### src/rtl/bcd_stopwatch_mux.sv
// BCD stopwatch/countdown with lap freeze and scanned 7-segment driver; button edges act 3 cycles after input rise.
// Count updates the cycle after a tick; no backpressure, AN/SEG are registered and refreshed every cycle.
module bcd_stopwatch_mux #(
  parameter int CLK_HZ  = 100000000,
  parameter int TICK_HZ = 100,
  parameter int SCAN_HZ = 1000,
  parameter int DIGITS  = 4
) (
  input  logic                  CLK_100M,
  input  logic                  RST_N,
  input  logic                  START,
  input  logic                  STOP,
  input  logic                  CLEAR,
  input  logic                  LAP,
  input  logic                  LOAD,
  input  logic                  DIR,
  input  logic [4*DIGITS-1:0]   LOAD_VAL,
  output logic [7:0]            SEG,
  output logic [DIGITS-1:0]     AN,
  output logic                  RUN,
  output logic                  HOLD,
  output logic                  TC
);

  localparam int TICK_DIV = CLK_HZ / TICK_HZ;
  localparam int SCAN_DIV = CLK_HZ / SCAN_HZ;
  localparam int TW = (TICK_DIV > 1) ? $clog2(TICK_DIV) : 1;
  localparam int SW = (SCAN_DIV > 1) ? $clog2(SCAN_DIV) : 1;
  localparam int IW = (DIGITS > 1) ? $clog2(DIGITS) : 1;
  localparam int NW = 4 * DIGITS;

  localparam int B_START = 0;
  localparam int B_STOP  = 1;
  localparam int B_CLEAR = 2;
  localparam int B_LAP   = 3;
  localparam int B_LOAD  = 4;
  localparam int B_DIR   = 5;

  typedef enum logic [1:0] {S_IDLE, S_RUN, S_EXP} state_t;

  state_t          state_q, state_d;
  logic [5:0]      meta_q, sync_q;
  logic [4:0]      prev_q;
  logic [4:0]      edge_s;
  logic            dir_s;
  logic [TW-1:0]   tick_cnt_q;
  logic            tick;
  logic [SW-1:0]   scan_cnt_q;
  logic            scan_wrap;
  logic [NW-1:0]   count_q, count_d;
  logic [NW-1:0]   disp_q, disp_d;
  logic            hold_q, hold_d;
  logic            tc_q, tc_d;
  logic [NW-1:0]   cnt_inc, cnt_dec, load_clamped, disp_live;
  logic            carry, borrow, dec_zero;
  logic [IW-1:0]   idx_q, idx_d;
  logic            on_q, on_d;
  logic [DIGITS-1:0] an_q, an_d;
  logic [7:0]      seg_q, seg_d;
  logic [3:0]      nib;

  function automatic logic [7:0] seg_of(input logic [3:0] v);
    case (v)
      4'd0:    seg_of = 8'h03;
      4'd1:    seg_of = 8'h9F;
      4'd2:    seg_of = 8'h25;
      4'd3:    seg_of = 8'h0D;
      4'd4:    seg_of = 8'h99;
      4'd5:    seg_of = 8'h49;
      4'd6:    seg_of = 8'h41;
      4'd7:    seg_of = 8'h1F;
      4'd8:    seg_of = 8'h01;
      4'd9:    seg_of = 8'h09;
      default: seg_of = 8'hFF;
    endcase
  endfunction

  assign edge_s    = sync_q[4:0] & ~prev_q;
  assign dir_s     = sync_q[B_DIR];
  assign tick      = (tick_cnt_q == TW'(TICK_DIV - 1));
  assign scan_wrap = (scan_cnt_q == SW'(SCAN_DIV - 1));

  // BCD increment/decrement with ripple carry/borrow, plus preset clamping
  always_comb begin
    cnt_inc      = count_q;
    cnt_dec      = count_q;
    load_clamped = LOAD_VAL;
    carry        = 1'b1;
    borrow       = 1'b1;
    for (int i = 0; i < DIGITS; i++) begin
      if (carry) begin
        if (count_q[4*i +: 4] >= 4'd9) begin
          cnt_inc[4*i +: 4] = 4'd0;
        end else begin
          cnt_inc[4*i +: 4] = count_q[4*i +: 4] + 4'd1;
          carry = 1'b0;
        end
      end
      if (borrow) begin
        if (count_q[4*i +: 4] == 4'd0) begin
          cnt_dec[4*i +: 4] = 4'd9;
        end else begin
          cnt_dec[4*i +: 4] = count_q[4*i +: 4] - 4'd1;
          borrow = 1'b0;
        end
      end
      if (LOAD_VAL[4*i +: 4] > 4'd9) load_clamped[4*i +: 4] = 4'd9;
    end
    dec_zero = (cnt_dec == '0);
  end

  always_comb begin
    state_d = state_q;
    count_d = count_q;
    disp_d  = disp_q;
    hold_d  = hold_q;
    tc_d    = 1'b0;

    if (state_q == S_RUN && tick) begin
      if (!dir_s) begin
        count_d = cnt_inc;
        tc_d    = carry;
      end else begin
        count_d = cnt_dec;
        if (dec_zero) begin
          tc_d    = 1'b1;
          state_d = S_EXP;
        end
      end
    end

    // Only the highest-priority command edge of a cycle is honoured
    if (edge_s[B_CLEAR]) begin
      count_d = '0;
      state_d = S_IDLE;
      tc_d    = 1'b0;
    end else if (edge_s[B_LOAD]) begin
      count_d = load_clamped;
      tc_d    = 1'b0;
      if (state_d == S_EXP) state_d = S_IDLE;
    end else if (edge_s[B_STOP]) begin
      if (state_d == S_RUN) state_d = S_IDLE;
    end else if (edge_s[B_START]) begin
      if (state_q == S_IDLE) state_d = S_RUN;
    end

    if (edge_s[B_CLEAR]) begin
      hold_d = 1'b0;
    end else if (edge_s[B_LAP]) begin
      if (!hold_q) begin
        disp_d = count_q;
        hold_d = 1'b1;
      end else begin
        hold_d = 1'b0;
      end
    end
  end

  // Scan index stays parked (anodes dark) until the first divider wrap after reset
  always_comb begin
    idx_d = idx_q;
    on_d  = on_q;
    if (scan_wrap) begin
      if (!on_q)                            on_d  = 1'b1;
      else if (idx_q == IW'(DIGITS - 1))    idx_d = '0;
      else                                  idx_d = idx_q + IW'(1);
    end
    disp_live = hold_q ? disp_q : count_q;
    nib       = disp_live[{idx_d, 2'b00} +: 4];
    an_d      = on_d ? ~(DIGITS'(1) << idx_d) : '1;
    seg_d     = on_d ? seg_of(nib) : 8'hFF;
  end

  always_ff @(posedge CLK_100M or negedge RST_N) begin
    if (!RST_N) begin
      meta_q     <= '0;
      sync_q     <= '0;
      prev_q     <= '0;
      tick_cnt_q <= '0;
      scan_cnt_q <= '0;
      state_q    <= S_IDLE;
      count_q    <= '0;
      disp_q     <= '0;
      hold_q     <= 1'b0;
      tc_q       <= 1'b0;
      idx_q      <= '0;
      on_q       <= 1'b0;
      an_q       <= '1;
      seg_q      <= 8'hFF;
    end else begin
      meta_q     <= {DIR, LOAD, LAP, CLEAR, STOP, START};
      sync_q     <= meta_q;
      prev_q     <= sync_q[4:0];
      tick_cnt_q <= tick ? '0 : tick_cnt_q + TW'(1);
      scan_cnt_q <= scan_wrap ? '0 : scan_cnt_q + SW'(1);
      state_q    <= state_d;
      count_q    <= count_d;
      disp_q     <= disp_d;
      hold_q     <= hold_d;
      tc_q       <= tc_d;
      idx_q      <= idx_d;
      on_q       <= on_d;
      an_q       <= an_d;
      seg_q      <= seg_d;
    end
  end

  assign RUN  = (state_q == S_RUN);
  assign HOLD = hold_q;
  assign TC   = tc_q;
  assign AN   = an_q;
  assign SEG  = seg_q;

endmodule
### config.mk
export PLATFORM = sky130hd
export DESIGN_NAME = bcd_stopwatch_mux
export DESIGN_NICKNAME = d
export VERILOG_FILES = /design/src/rtl/bcd_stopwatch_mux.sv
export SDC_FILE = /design/constraint.sdc
export NUM_CORES = 1
export LEC_CHECK = 0
export ABC_AREA = 1
export BUFFER_PORTS_ARGS = -buffer_cell sky130_fd_sc_hd__buf_2
export CAP_MARGIN = 30
export CORE_MARGIN = 2
export CORE_UTILIZATION = 45
export CTS_CLUSTER_DIAMETER = 60
export DETAILED_ROUTE_END_ITERATION = 8
export GPL_TIMING_DRIVEN = 0
export PLACE_DENSITY_LB_ADDON = 0.3
export SLEW_MARGIN = 20
export SYNTH_ARGS = -nofsm -noshare
export SYNTH_HDL_FRONTEND = slang
export SYNTH_SLANG_ARGS = --single-unit
### constraint.sdc
create_clock -name CLK_100M -period 2.6 [get_ports CLK_100M]
set_clock_uncertainty 0.05 [all_clocks]
set_input_delay 0.65 -clock CLK_100M [delete_from_list [all_inputs] [get_ports CLK_100M]]
set_output_delay 0.65 -clock CLK_100M [all_outputs]
set_load 0.005 [all_outputs]
==> flow_summary.toml <==
[cts]
cts.clk_slew.worst_paths_ps = 60
clock_latency_ps = 350
cts_tree = "done"
cts_sinks = 104
cts.hold.buffers_added = 0
cts_made_buffers = 9
htree_levels = 3
cts_buffer_depth = 2
clock-root-buffer = "clkbuf_16"

[yosys]
ys_seq_area_share_pct = 43.5
ys_top_cells_by_area = "dfrtp_1 39%, nand2_1 9.9%, inv_1 6.2%"
syn_area_per_cell_um2 = 7.91
syn_area_um2 = 6020
ys_async_sr_fraction_pct = 100
netlist_instances = 761
ys_ff_latch = 104
synth_edf_count = 0
yosysTopAreaCell = "dfrtp_1"
yosysWarnings = 0
ys.flop_type = "dfrtp_1"
synth_top_area_share_pct = 38.7
synthesis.nets = 805
ys_types = 52

[pwr]
pwr-share-clk_pct = 29.2
vdd_drop_max_v = 0.000508
combPwrFrac_pct = 29.9
powerDensity_nw_per_um2 = 696
p_seq_share_pct = 41.0
swShare_pct = 34.5
p_leak_nw = 3.39
finalPower_w = 0.00476
internal_power_w = 0.00312
power_switching_w = 0.00164

[final_layout]
final_util_pct = 52.0
fillCellCount = 1289
drive_gt1_share_pct = 17.7
multiInputGateArea_um2 = 2960
areaGrowthSynthToFinish_pct = 13.6
most-common-layout-cells = "158 x nand2_1, 95 x inv_1, 91 x dfrtp_1, 79 x nor2_1, 56 x nand3_1"
final_nets = 859
area.sequential_um2 = 2620
diodes = 0
layout.cells.non_filler = 996
final_common_cell = "nand2_1"

[critical_path]
slowest_stage = "dfrtp_1"
crit_family = "simple AND/OR/NAND/NOR gates"
cp.required_ps = 2820
worst-path-buf-inv = 3
crit_top_cell = "nand2_1"
cp_max_fo = 10
arrival_ps = 2620
end_kind = "flip-flop"
start_kind = "flip-flop"
path_class = "flip-flop to flip-flop"
cpPeakStageDelay_ps = 370
cp_cell_sequence = "ha_1, nand2_1, inv_2, nand2_4, nor2_8, nand4_4, nand2_2, buf_6, nand2_1, nand2_1, nand2_1, nand2_4, inv_1, ha_1, nand3b_1, nand3_1, nand3_1"

[drt]
wl_um = 12900
vias = 5070
firstDrtPassIters = 5
routed_via_density = 5.09
antenna_left = 0
drc = 0
drt_iter0_drc = 402
drt-wirelength-per-cell_um = 13.0

[timing]
min_period_ps = 2400
worst_slew_pin_slew_ps = 710
relSlewSlack_pct = 52.5
fin_hold_ws_ps = 211
hold_violations = 0
clock.fmax_ghz = 0.417
fin_tns_setup_ps = 0
maxSlewViolCount = 0
setup_viol = 0
fin_crit_sh_pct = 92.2

[worst_hold_path]
hold_class = "input port to async pin"

[global_routing]
grt-ovfl-total = 0
grt_pass1_wl_um = 22100
grt_max_degree = 57
antenna_found_initial = 0
track_usage_pct = 18.9
grt_pass1_vias = 4837

[place]
place_congestion = 0.966
portBuffers = 37
dp.cells = 975
hpwl_um = 9630

[flow_run]
cap_violations = 0

[run_status]
run_status = "finished, final reports clean"

[floorplanning]
fp.dieW_um = 120
num_rows = 42
die_h_um = 120
pin_count = 39
core_area_um2 = 13100
start_util_pct = 45.8
dieArea_um2 = 14300
-- state kept, by name (all words and copies together), names as in the netlist, 4 cells and up --
register	flops
sync_q	6
SEG	7
tick_cnt_q	20
count_q	16
meta_q	6
scan_cnt_q	17
prev_q	5
disp_q	16
AN	4
-- cell usage after synthesis (3+ instances only) --
cell type	n
nand2_1	158
inv_1	100
dfrtp_1	93
nor2_1	82
nand3_1	57
o21ai_0	54
a21oi_1	32
ha_1	20
nand4_1	16
mux2_2	15
nand2_2	13
nor3_1	12
dfstp_2	11
inv_2	9
xor2_1	9
clkbuf_1	8
o22ai_1	6
a211oi_1	5
a22oi_1	5
nor2_2	5
nor4_1	4
xnor2_1	4
buf_2	3
nand2_4	3
o21ai_1	3
-- area by class of cell --
cell class / instances / area share [%]
clock buffers: 11 / 3.55
plain buffers: 13 / 0.934
well taps: 176 / 3.22
repair buffers: 43 / 3.75
inverters: 109 / 5.99
clock inverters: 5 / 0.879
flip-flops and latches: 104 / 38.3
multi-input cells: 535 / 43.4
-- cells by family after synthesis --
group	synth area share, %
buffers and inverters	7.86
flip-flops	43.5
AND/OR/NAND/NOR	28.5
XOR/XNOR	1.89
adder cells (fa/ha/maj)	4.16
other	0.0623
multiplexers	2.81
AO/OA/AOI/OAI	11.3
-- routing by layer --
layer	vias up	share of wire, %	wire length (µm)	track usage, %
met3	18	4.7	603	4.42
met4	0	1.5	191	5.37
li1	2587	-	-	-
met1	2350	48	6140	25.5
met2	115	46	5970	30.5
met5	-	0	0	0
-- stage by stage --
step | instance area, µm² | worst slack (ps)
floorplan | 6020 | 436
global placement | 6420 | -347
detailed placement | 6460 | 138
CTS | 6760 | 115
global route | 6840 | -9.52
finish | 6840 | 202
-- power by group through the flow --
stage          sequential, W  combinational [W]  clock [W]
4_1_cts              0.00194            0.00135    0.00142
5_1_grt              0.00198            0.00162    0.00149
3_3_place_gp         0.00196            0.00133          0
6_report             0.00195            0.00142    0.00139
2_1_floorplan        0.00193            0.00103          0
3_5_place_dp         0.00197            0.00134          0
-- path summary, 6_finish.rpt --
check	start	to	slack, ps	cells past startpoint
worst min register to register	meta_q[2]	sync_q[2]	300	0
worst max-delay path	scan_cnt_q[0]	SEG[7]	200	17
max in group asynchronous	RST_N	count_q[12]	1660	2
worst max register to register	scan_cnt_q[0]	SEG[7]	200	17
worst min-delay path	RST_N	scan_cnt_q[8]	210	1
min in group CLK_100M	meta_q[2]	sync_q[2]	300	0
-- timing repair --
item	CTS	global route
resized for setup	0	17
setup buffers	0	5
endpoints found under the setup margin	0	5
No activity file was read; power rests on OpenSTA's default activity.
